`src/rtl/hazard_stall_controller.sv`:
```
// hazard_stall_controller: load-use stall/bubble generator with multi-cycle bubbles, branch flush,
// debug freeze via hold registers and a saturating stall-cycle counter.
module hazard_stall_controller #(
  parameter int CANT_BITS_ADDR_REGISTROS = 5,
  parameter int LOAD_LATENCY             = 1,
  parameter int CANT_BITS_STATS          = 16
) (
  input  logic                                i_clock,
  input  logic                                i_reset,
  input  logic                                i_enable_etapa,
  input  logic [CANT_BITS_ADDR_REGISTROS-1:0] i_rs_id,
  input  logic [CANT_BITS_ADDR_REGISTROS-1:0] i_rt_id,
  input  logic                                i_uses_rt_id,
  input  logic [CANT_BITS_ADDR_REGISTROS-1:0] i_registro_destino_ex,
  input  logic                                i_read_mem_ex,
  input  logic                                i_disable_for_exception,
  input  logic                                i_branch_taken_id,
  input  logic                                i_clear_stats,
  output logic                                o_stall,
  output logic                                o_bit_burbuja,
  output logic                                o_flush_if_id,
  output logic                                o_led,
  output logic [CANT_BITS_STATS-1:0]          o_stall_count
);
  typedef enum logic {IDLE, STALL} state_t;
  state_t                     state_q, state_d;
  logic [3:0]                 cnt_q, cnt_d;
  logic [CANT_BITS_STATS-1:0] count_q, count_d;
  logic                       stall_hold_q, flush_hold_q, led_hold_q;
  logic                       hz, stall_c, flush_c;
  assign hz = i_read_mem_ex & (i_registro_destino_ex != '0)
            & ((i_registro_destino_ex == i_rs_id) | (i_uses_rt_id & (i_registro_destino_ex == i_rt_id)))
            & ~i_disable_for_exception;
  always_comb begin
    state_d = state_q;
    cnt_d   = cnt_q;
    stall_c = hz;
    flush_c = i_branch_taken_id & ~hz & ~i_disable_for_exception;
    if (state_q == STALL) begin
      stall_c = ~i_disable_for_exception;
      flush_c = 1'b0;
      if (i_disable_for_exception) begin
        state_d = IDLE;
        cnt_d   = 4'd0;
      end else if (cnt_q == 4'd1) begin
        state_d = IDLE;
      end else begin
        cnt_d = cnt_q - 4'd1;
      end
    end else if (hz && LOAD_LATENCY > 1) begin
      state_d = STALL;
      cnt_d   = 4'(LOAD_LATENCY - 1);
    end
  end
  assign count_d = i_clear_stats ? '0
                 : (stall_c && !(&count_q)) ? count_q + {{(CANT_BITS_STATS-1){1'b0}}, 1'b1}
                 : count_q;
  always_ff @(posedge i_clock or negedge i_reset) begin
    if (!i_reset) begin
      state_q      <= IDLE;
      cnt_q        <= 4'd0;
      count_q      <= '0;
      stall_hold_q <= 1'b0;
      flush_hold_q <= 1'b0;
      led_hold_q   <= 1'b1;
    end else if (i_enable_etapa) begin
      state_q      <= state_d;
      cnt_q        <= cnt_d;
      count_q      <= count_d;
      stall_hold_q <= stall_c;
      flush_hold_q <= flush_c;
      led_hold_q   <= ~stall_c;
    end
  end
  // reset overrides the combinational path so outputs are clean while reset is held
  assign o_stall       = !i_reset ? 1'b0 : i_enable_etapa ? stall_c  : stall_hold_q;
  assign o_bit_burbuja = !i_reset ? 1'b0 : i_enable_etapa ? stall_c  : stall_hold_q;
  assign o_flush_if_id = !i_reset ? 1'b0 : i_enable_etapa ? flush_c  : flush_hold_q;
  assign o_led         = !i_reset ? 1'b1 : i_enable_etapa ? ~stall_c : led_hold_q;
  assign o_stall_count = count_q;
endmodule
```
`config.mk`:
```
export PLATFORM = sky130hd
export DESIGN_NAME = hazard_stall_controller
export DESIGN_NICKNAME = d
export VERILOG_FILES = /design/src/rtl/hazard_stall_controller.sv
export SDC_FILE = /design/constraint.sdc
export NUM_CORES = 1
export LEC_CHECK = 0
export BUFFER_PORTS_ARGS = -buffer_cell sky130_fd_sc_hd__buf_4
export CAP_MARGIN = 20
export CORE_ASPECT_RATIO = 0.9
export CORE_MARGIN = 8
export CORE_UTILIZATION = 43
export CTS_BUF_LIST = sky130_fd_sc_hd__clkbuf_16
export DETAILED_ROUTE_END_ITERATION = 10
export MAX_ROUTING_LAYER = met4
export PLACE_DENSITY = 0.71
export SLEW_MARGIN = 40
export SYNTH_ARGS = -nofsm -noshare
export SYNTH_HDL_FRONTEND = slang
export SYNTH_SLANG_ARGS = --single-unit
export TNS_END_PERCENT = 5
```
`constraint.sdc`:
```
create_clock -name i_clock -period 2.05 [get_ports i_clock]
set_input_delay 0.41 -clock i_clock [delete_from_list [all_inputs] [get_ports i_clock]]
set_output_delay 0.41 -clock i_clock [all_outputs]
set_load 0.03 [all_outputs]
```
* Word-level counts from Yosys, hierarchy flattened
Index checks and enable logic that the tools add are counted.
Word-level totals: register bits after elaboration 24, word-level logic and storage cells 44, bits of input ports 23, output and inout port bits 20
Cells by class: eq/ne operators 4, muxes and demuxes 15, bitwise logic cells 10, reduce and logical (&&, ||, !) cells 7, add/subtract/negate cells 2
Operators with widths (count):
- two-way mux 16 bit | 2
- adder 16 x 1 -> 16 bit (second input constant) | 1
- AND reduction 16 bit | 1
- two-way mux 1 bit | 11
- equality test 5 bit | 2
- two-way mux 4 bit | 2
- bitwise AND 1 bit | 6
- nonzero test 5 bit | 1
- equality test 4 x 1 -> 1 bit (second input constant) | 1
- subtractor 4 x 1 -> 4 bit (second input constant) | 1
- NOT 1 bit | 3
- AND reduction 3 bit | 1
- inequality test 2 bit (second input constant) | 1
- AND reduction 2 bit | 1
- nonzero test 2 bit | 1
- logical AND 1 bit | 1
- zero test 1 bit | 1
- bitwise OR 1 bit | 1

* Logic depth before layout (Yosys ltp)
depth after elaboration 11, gate-level depth with buffers 9, mapped depth without buffers 7

* Least setup slack after synthesis
OpenSTA, ideal clock, no wires.
kind input to output, start point in i_registro_destino_ex[1], end point out o_flush_if_id, required time 1.640 ns, setup slack -0.457 ns, cell stages on the path 5, arrival 2.097 ns, path buffers 0, path through or4_1 > o21a_1 > a21oi_2 > nand3_1 > a21boi_0
On the way: word-level cells in the longest chain between the ends 11, elaborated cells between the ends (all ways) 14, those cells by class 2 x eq/ne; 3 x mux; 8 x bitwise; 1 x reduce/logical
Ends and longest elaborated chain:
- from (decl) | line 14 | input logic [CANT_BITS_ADDR_REGISTROS-1:0] i_registro_destino_ex,
- equality test 5 bit | line 32 | & ((i_registro_destino_ex == i_rs_id) | (i_uses_rt_id & (i_registro_destino_ex == i_rt_id)))
- bitwise AND 1 bit | line 32
- bitwise OR 1 bit | line 32
- bitwise AND 1 bit (*) | line 32
- bitwise AND 1 bit (*) | line 33 | & ~i_disable_for_exception;
- NOT 1 bit (*) | line 38 | flush_c = i_branch_taken_id & ~hz & ~i_disable_for_exception;
- bitwise AND 1 bit (*) (2 in a row) | line 38
- two-way mux 1 bit (*) | line 39 | if (state_q == STALL) begin
- two-way mux 1 bit (*)
- two-way mux 1 bit (*) | line 78 | assign o_flush_if_id = !i_reset ? 1'b0 : i_enable_etapa ? flush_c : flush_hold_q;
- to (decl) | line 21 | output logic o_flush_if_id,
Mark *: on every way between the ends. The rest lies on a longest branch, timed or not.

* Final worst setup path
start point in i_registro_destino_ex[1], end point out o_bit_burbuja
On the way: word-level cells in the longest chain between the ends 8, elaborated cells between the ends (all ways) 11, those cells by class 2 x eq/ne; 3 x mux; 5 x bitwise; 1 x reduce/logical
Ends and longest elaborated chain:
- equality test 5 bit | line 32
- bitwise AND 1 bit | line 32
- bitwise OR 1 bit | line 32
- bitwise AND 1 bit (*) | line 32
- bitwise AND 1 bit (*) | line 33
- two-way mux 1 bit (*) | line 39
- two-way mux 1 bit (*)
- two-way mux 1 bit (*) | line 77 | assign o_bit_burbuja = !i_reset ? 1'b0 : i_enable_etapa ? stall_c : stall_hold_q;
- to (decl) | line 20 | output logic o_bit_burbuja,
Marked as above.

==> impl_summary.md <==
Clock tree
The CTS sink count is 24. Post-CTS timing repair inserted 0 buffers for setup. The cell sitting at the root of the clock tree is a sky130_fd_sc_hd__clkbuf_16. The clock tree from TritonCTS is yes.

CTS built an H-tree with a depth of 1. The clock reaches the later pin of the worst-skew pair after 250 ps. The number of clock buffers added by TritonCTS is 3.

The maximum number of buffers from clock root to sink is 2. The clock transition at the registers of the reported paths is 60 ps.

Timing
The total count of hold-check failures in the final report is 0. Setup repair after global routing could not meet its margin everywhere. In this run the tightest slew margin relative to its limit is 0.821. The number of setup violations in the final report is 4.

In the post-route analysis, the smallest setup slack over all paths is -242 ps. For the pin with the worst max-slew slack, the measured transition is 266 ps. The clock tree skew after final layout is 2.68 ps. The time the worst path needs with I/O delays and setup is 2290 ps.

The final number of max-transition violations is 0. Dividing the final minimum period by the clock period gives 1.12. The highest attainable clock frequency is 436 MHz.

Finish
At the end of the flow, the number of nets in the layout was 257. Of the cells placed in the final design, the portion with a size suffix greater than 1 is 0.326. 0 antenna diodes ended up in the layout. Counting the fill cells in the layout gives 293.

The area occupied by multi-input gates is 872 um2. The area overhead of the layout relative to synthesis is 39.1%. At the end of the flow the core is filled with cells to 0.625.

The final cell count without fillers is 274. Summing all flip-flop and latch instances after layout gives 602 um2.

Drt
For this block, wires on met1 add up to 1740 um. In the routed layout, each cell is associated on average with a via count of 5.56. The highest signal layer in the routed design is met4. The number of nets still failing antenna checks after routing is 0. After detailed routing, the met3 layer carries 208 um of wire. The met2 wirelength from detailed routing is 1920 um.

The routed wirelength normalized by instance count is 14.3 um. The first detailed-routing pass ran for 4 iterations. In the routed design, unresolved DRC markers number 0. For this block, the routed nets add up to 3920 um of wire. The total number of vias is 1524. After the first detailed-routing iteration, the DRC count stood at 118.

Critical path
On the critical path, the stage with the largest delay is an instance of sky130_fd_sc_hd__or4_1. The combined buffer and inverter count along the critical path is 2. The signal arrival time at the worst endpoint is 1880 ps. Data on the critical path is required at its endpoint by 1640 ps.

By instance count, the cell type seen most on the critical path is sky130_fd_sc_hd__buf_6. The signal on the critical path passes through buf_6 > or4_1 > o21a_1 > a21oi_2 > nor3_2 > o21a_2 > buf_6. The kind of cell adding the most delay to the critical path is compound AO/OA/AOI/OAI gates.

On the worst path, the slowest cell contributes a delay of 510 ps. The class of the most critical setup path is input pin to primary output. STA classifies the critical path endpoint as a primary output. The highest net fanout along the worst path is 3.

STA classifies the critical path startpoint as an input pin.

Placement
Port buffering added 42 buffers. The final weighted congestion in routability-driven placement is 0.851. Detailed placement ended at an HPWL of 3110 um. Once placement completed, the tool counted placed cells totaling 269.

Outcome
The run finished, with violations left. The final reports fail on negative setup slack.

Synthesis
The most common cell in the synthesized netlist is sky130_fd_sc_hd__dfrtp_1. The synthesized design spends more area on one cell type than any other, namely sky130_fd_sc_hd__dfrtp_1. The Yosys warning count is 0. A synthesized cell averages 8.72 um2. Sorting the synthesized cells by how often they occur yields sky130_fd_sc_hd__dfrtp_1, sky130_fd_sc_hd__o21ai_0, sky130_fd_sc_hd__nand2_1, sky130_fd_sc_hd__nor2_1, sky130_fd_sc_hd__xnor2_1.

Synthesis produced 174 cells. The number of register bits inferred by synthesis is 24. Counting flops with an async set or reset pin after synthesis yields a share of 1.00.

The sequential cell area fraction in the yosys report is 0.397. The dominant register cell in the synthesized netlist is sky130_fd_sc_hd__dfrtp_1. The total nets after synthesis is 200. The count of different cell masters after synthesis is 41.

The cell area that synthesis handed to floorplanning was 1520 um2. The portion of synthesized cell area occupied by the leading cell type is 0.379. Ranked by total cell area, the synthesized netlist is headed by sky130_fd_sc_hd__dfrtp_1, sky130_fd_sc_hd__xnor2_1, sky130_fd_sc_hd__o21ai_0, sky130_fd_sc_hd__nand2_1, sky130_fd_sc_hd__o31ai_1. In this run, synthesis inferred 0 flip-flops with an integrated enable.

Min path
The kind of path behind the tightest hold check is input pin to flip-flop.

Pwr
Across the VDD grid, the largest voltage drop is 0.000289 V. The total leakage power is 0.000969 uW. For this design the ratio of total power to cell area is 524 nW/um2.

Floorplan
The starting utilization of the core area is 0.449. From bottom edge to top edge, the die measures 72.4 um. The width of the die is 78.6 um.

For this design the top-level I/O count stands at 43. The number of placement rows is 20. The core area is 3380 um2. The area of the die is 5690 um2.

Global route
The first-pass GRT wire length is 6980 um. Entering global routing, the biggest net connects 20 pins. In the global route stage, overall resource usage came out at 0.150. The number of global-route vias before repair was 1564. The initial antenna violation count came to 0. The total grt overflow is 0.

Job
The count of maximum capacitance violations is 0.
==> tightest hold or removal path, stage by stage <==
cell,delay (ps)
sky130_fd_sc_hd__buf_4,80
sky130_fd_sc_hd__nand3_2,60
sky130_fd_sc_hd__nand2_1,70
==> power breakdown <==
part | internal (uW) | switching, uW
Clock | 260 | 159
Sequential | 484 | 4.87
Combinational | 99.4 | 98.5
==> metrics by stage <==
step	TNS (ps)	hold WS [ps]	cell area [um2]	power (uW)	setup slack [ps]
5_1_grt	-1100	415	2110	1170	-293
3_5_place_dp	-2120	271	1990	693	-286
4_1_cts	-809	403	2100	1120	-250
3_3_place_gp	-1430	266	1990	687	-240
2_1_floorplan	-548	114	1540	587	-163
6_report	-879	403	2110	1110	-242
==> worst paths after layout <==
| path | startpoint | endpoint | slack (ps) | depth (start not counted) |
|---|---|---|---|---|
| max | i_registro_destino_ex[1] | o_bit_burbuja | -240 | 7 |
| min | i_branch_taken_id | flush_hold_q | 400 | 3 |
| max reg2reg | o_stall_count[0] | o_stall_count[15] | 140 | 8 |
| min reg2reg | flush_hold_q | flush_hold_q | 500 | 2 |
| max in group asynchronous | i_reset | led_hold_q | 1010 | 3 |
| min in group asynchronous | i_reset | o_stall_count[9] | 540 | 2 |
==> metal layers <==
| layer | vias to the layer above | GRT usage |
|---|---|---|
| met1 | 723 | 0.177 |
| met4 | 0 | 0.0534 |
| met5 | - | - |
| li1 | 745 | - |
| met2 | 50 | 0.251 |
| met3 | 6 | 0.0296 |
==> cell type report <==
| type | instances | area share |
|---|---|---|
| flip-flops and latches | 24 | 0.285 |
| well taps | 44 | 0.0261 |
| clock inverters | 1 | 0.00178 |
| repair buffers | 59 | 0.228 |
| multi-input cells | 137 | 0.413 |
| clock buffers | 3 | 0.0356 |
| inverters | 6 | 0.0107 |
==> cell families (layout without fill, tap and decap cells) <==
| family | after synthesis | count (layout) | share of synthesized area |
|---|---|---|---|
| AO/OA/AOI/OAI | 53 | 53 | 0.227 |
| XOR/XNOR | 10 | 10 | 0.0577 |
| adder cells (fa/ha/maj) | 3 | 3 | 0.0247 |
| buffers and inverters | 13 | 69 | 0.0462 |
| flip-flops | 24 | 24 | 0.397 |
| AND/OR/NAND/NOR | 71 | 71 | 0.248 |
==> cell usage in the layout, fill, tap and decap left out, types with 4 or more instances in the layout <==
cell type | Yosys | final
sky130_fd_sc_hd__a21oi_1 | 5 | 5
sky130_fd_sc_hd__a31oi_1 | 4 | 4
sky130_fd_sc_hd__and3_1 | 4 | 4
sky130_fd_sc_hd__and4_1 | 4 | 4
sky130_fd_sc_hd__buf_4 | 1 | 51
sky130_fd_sc_hd__buf_6 | 2 | 6
sky130_fd_sc_hd__dfrtp_1 | 23 | 23
sky130_fd_sc_hd__inv_1 | 6 | 7
sky130_fd_sc_hd__nand2_1 | 16 | 16
sky130_fd_sc_hd__nand3_1 | 8 | 7
sky130_fd_sc_hd__nand4_1 | 4 | 4
sky130_fd_sc_hd__nor2_1 | 14 | 14
sky130_fd_sc_hd__o21ai_0 | 17 | 16
sky130_fd_sc_hd__o21ai_1 | 6 | 6
sky130_fd_sc_hd__o31ai_1 | 8 | 8
sky130_fd_sc_hd__or3_1 | 4 | 4
sky130_fd_sc_hd__xnor2_1 | 10 | 10
==> flip-flops by register name, summed over array words and instances (netlist names) <==
register / flops
stall_hold_q: 1
o_stall_count: 16
led_hold_q: 1
state_q: 1
cnt_q: 4
flush_hold_q: 1
==> what timing repair did <==
item                       in CTS  in global routing
setup endpoints to repair       4                  5
resized for setup               6                  2
hold endpoints to repair        9                  0
pin swaps                       2                  2
hold buffers                    1                  0
No activity file was read; power rests on OpenSTA's default activity.
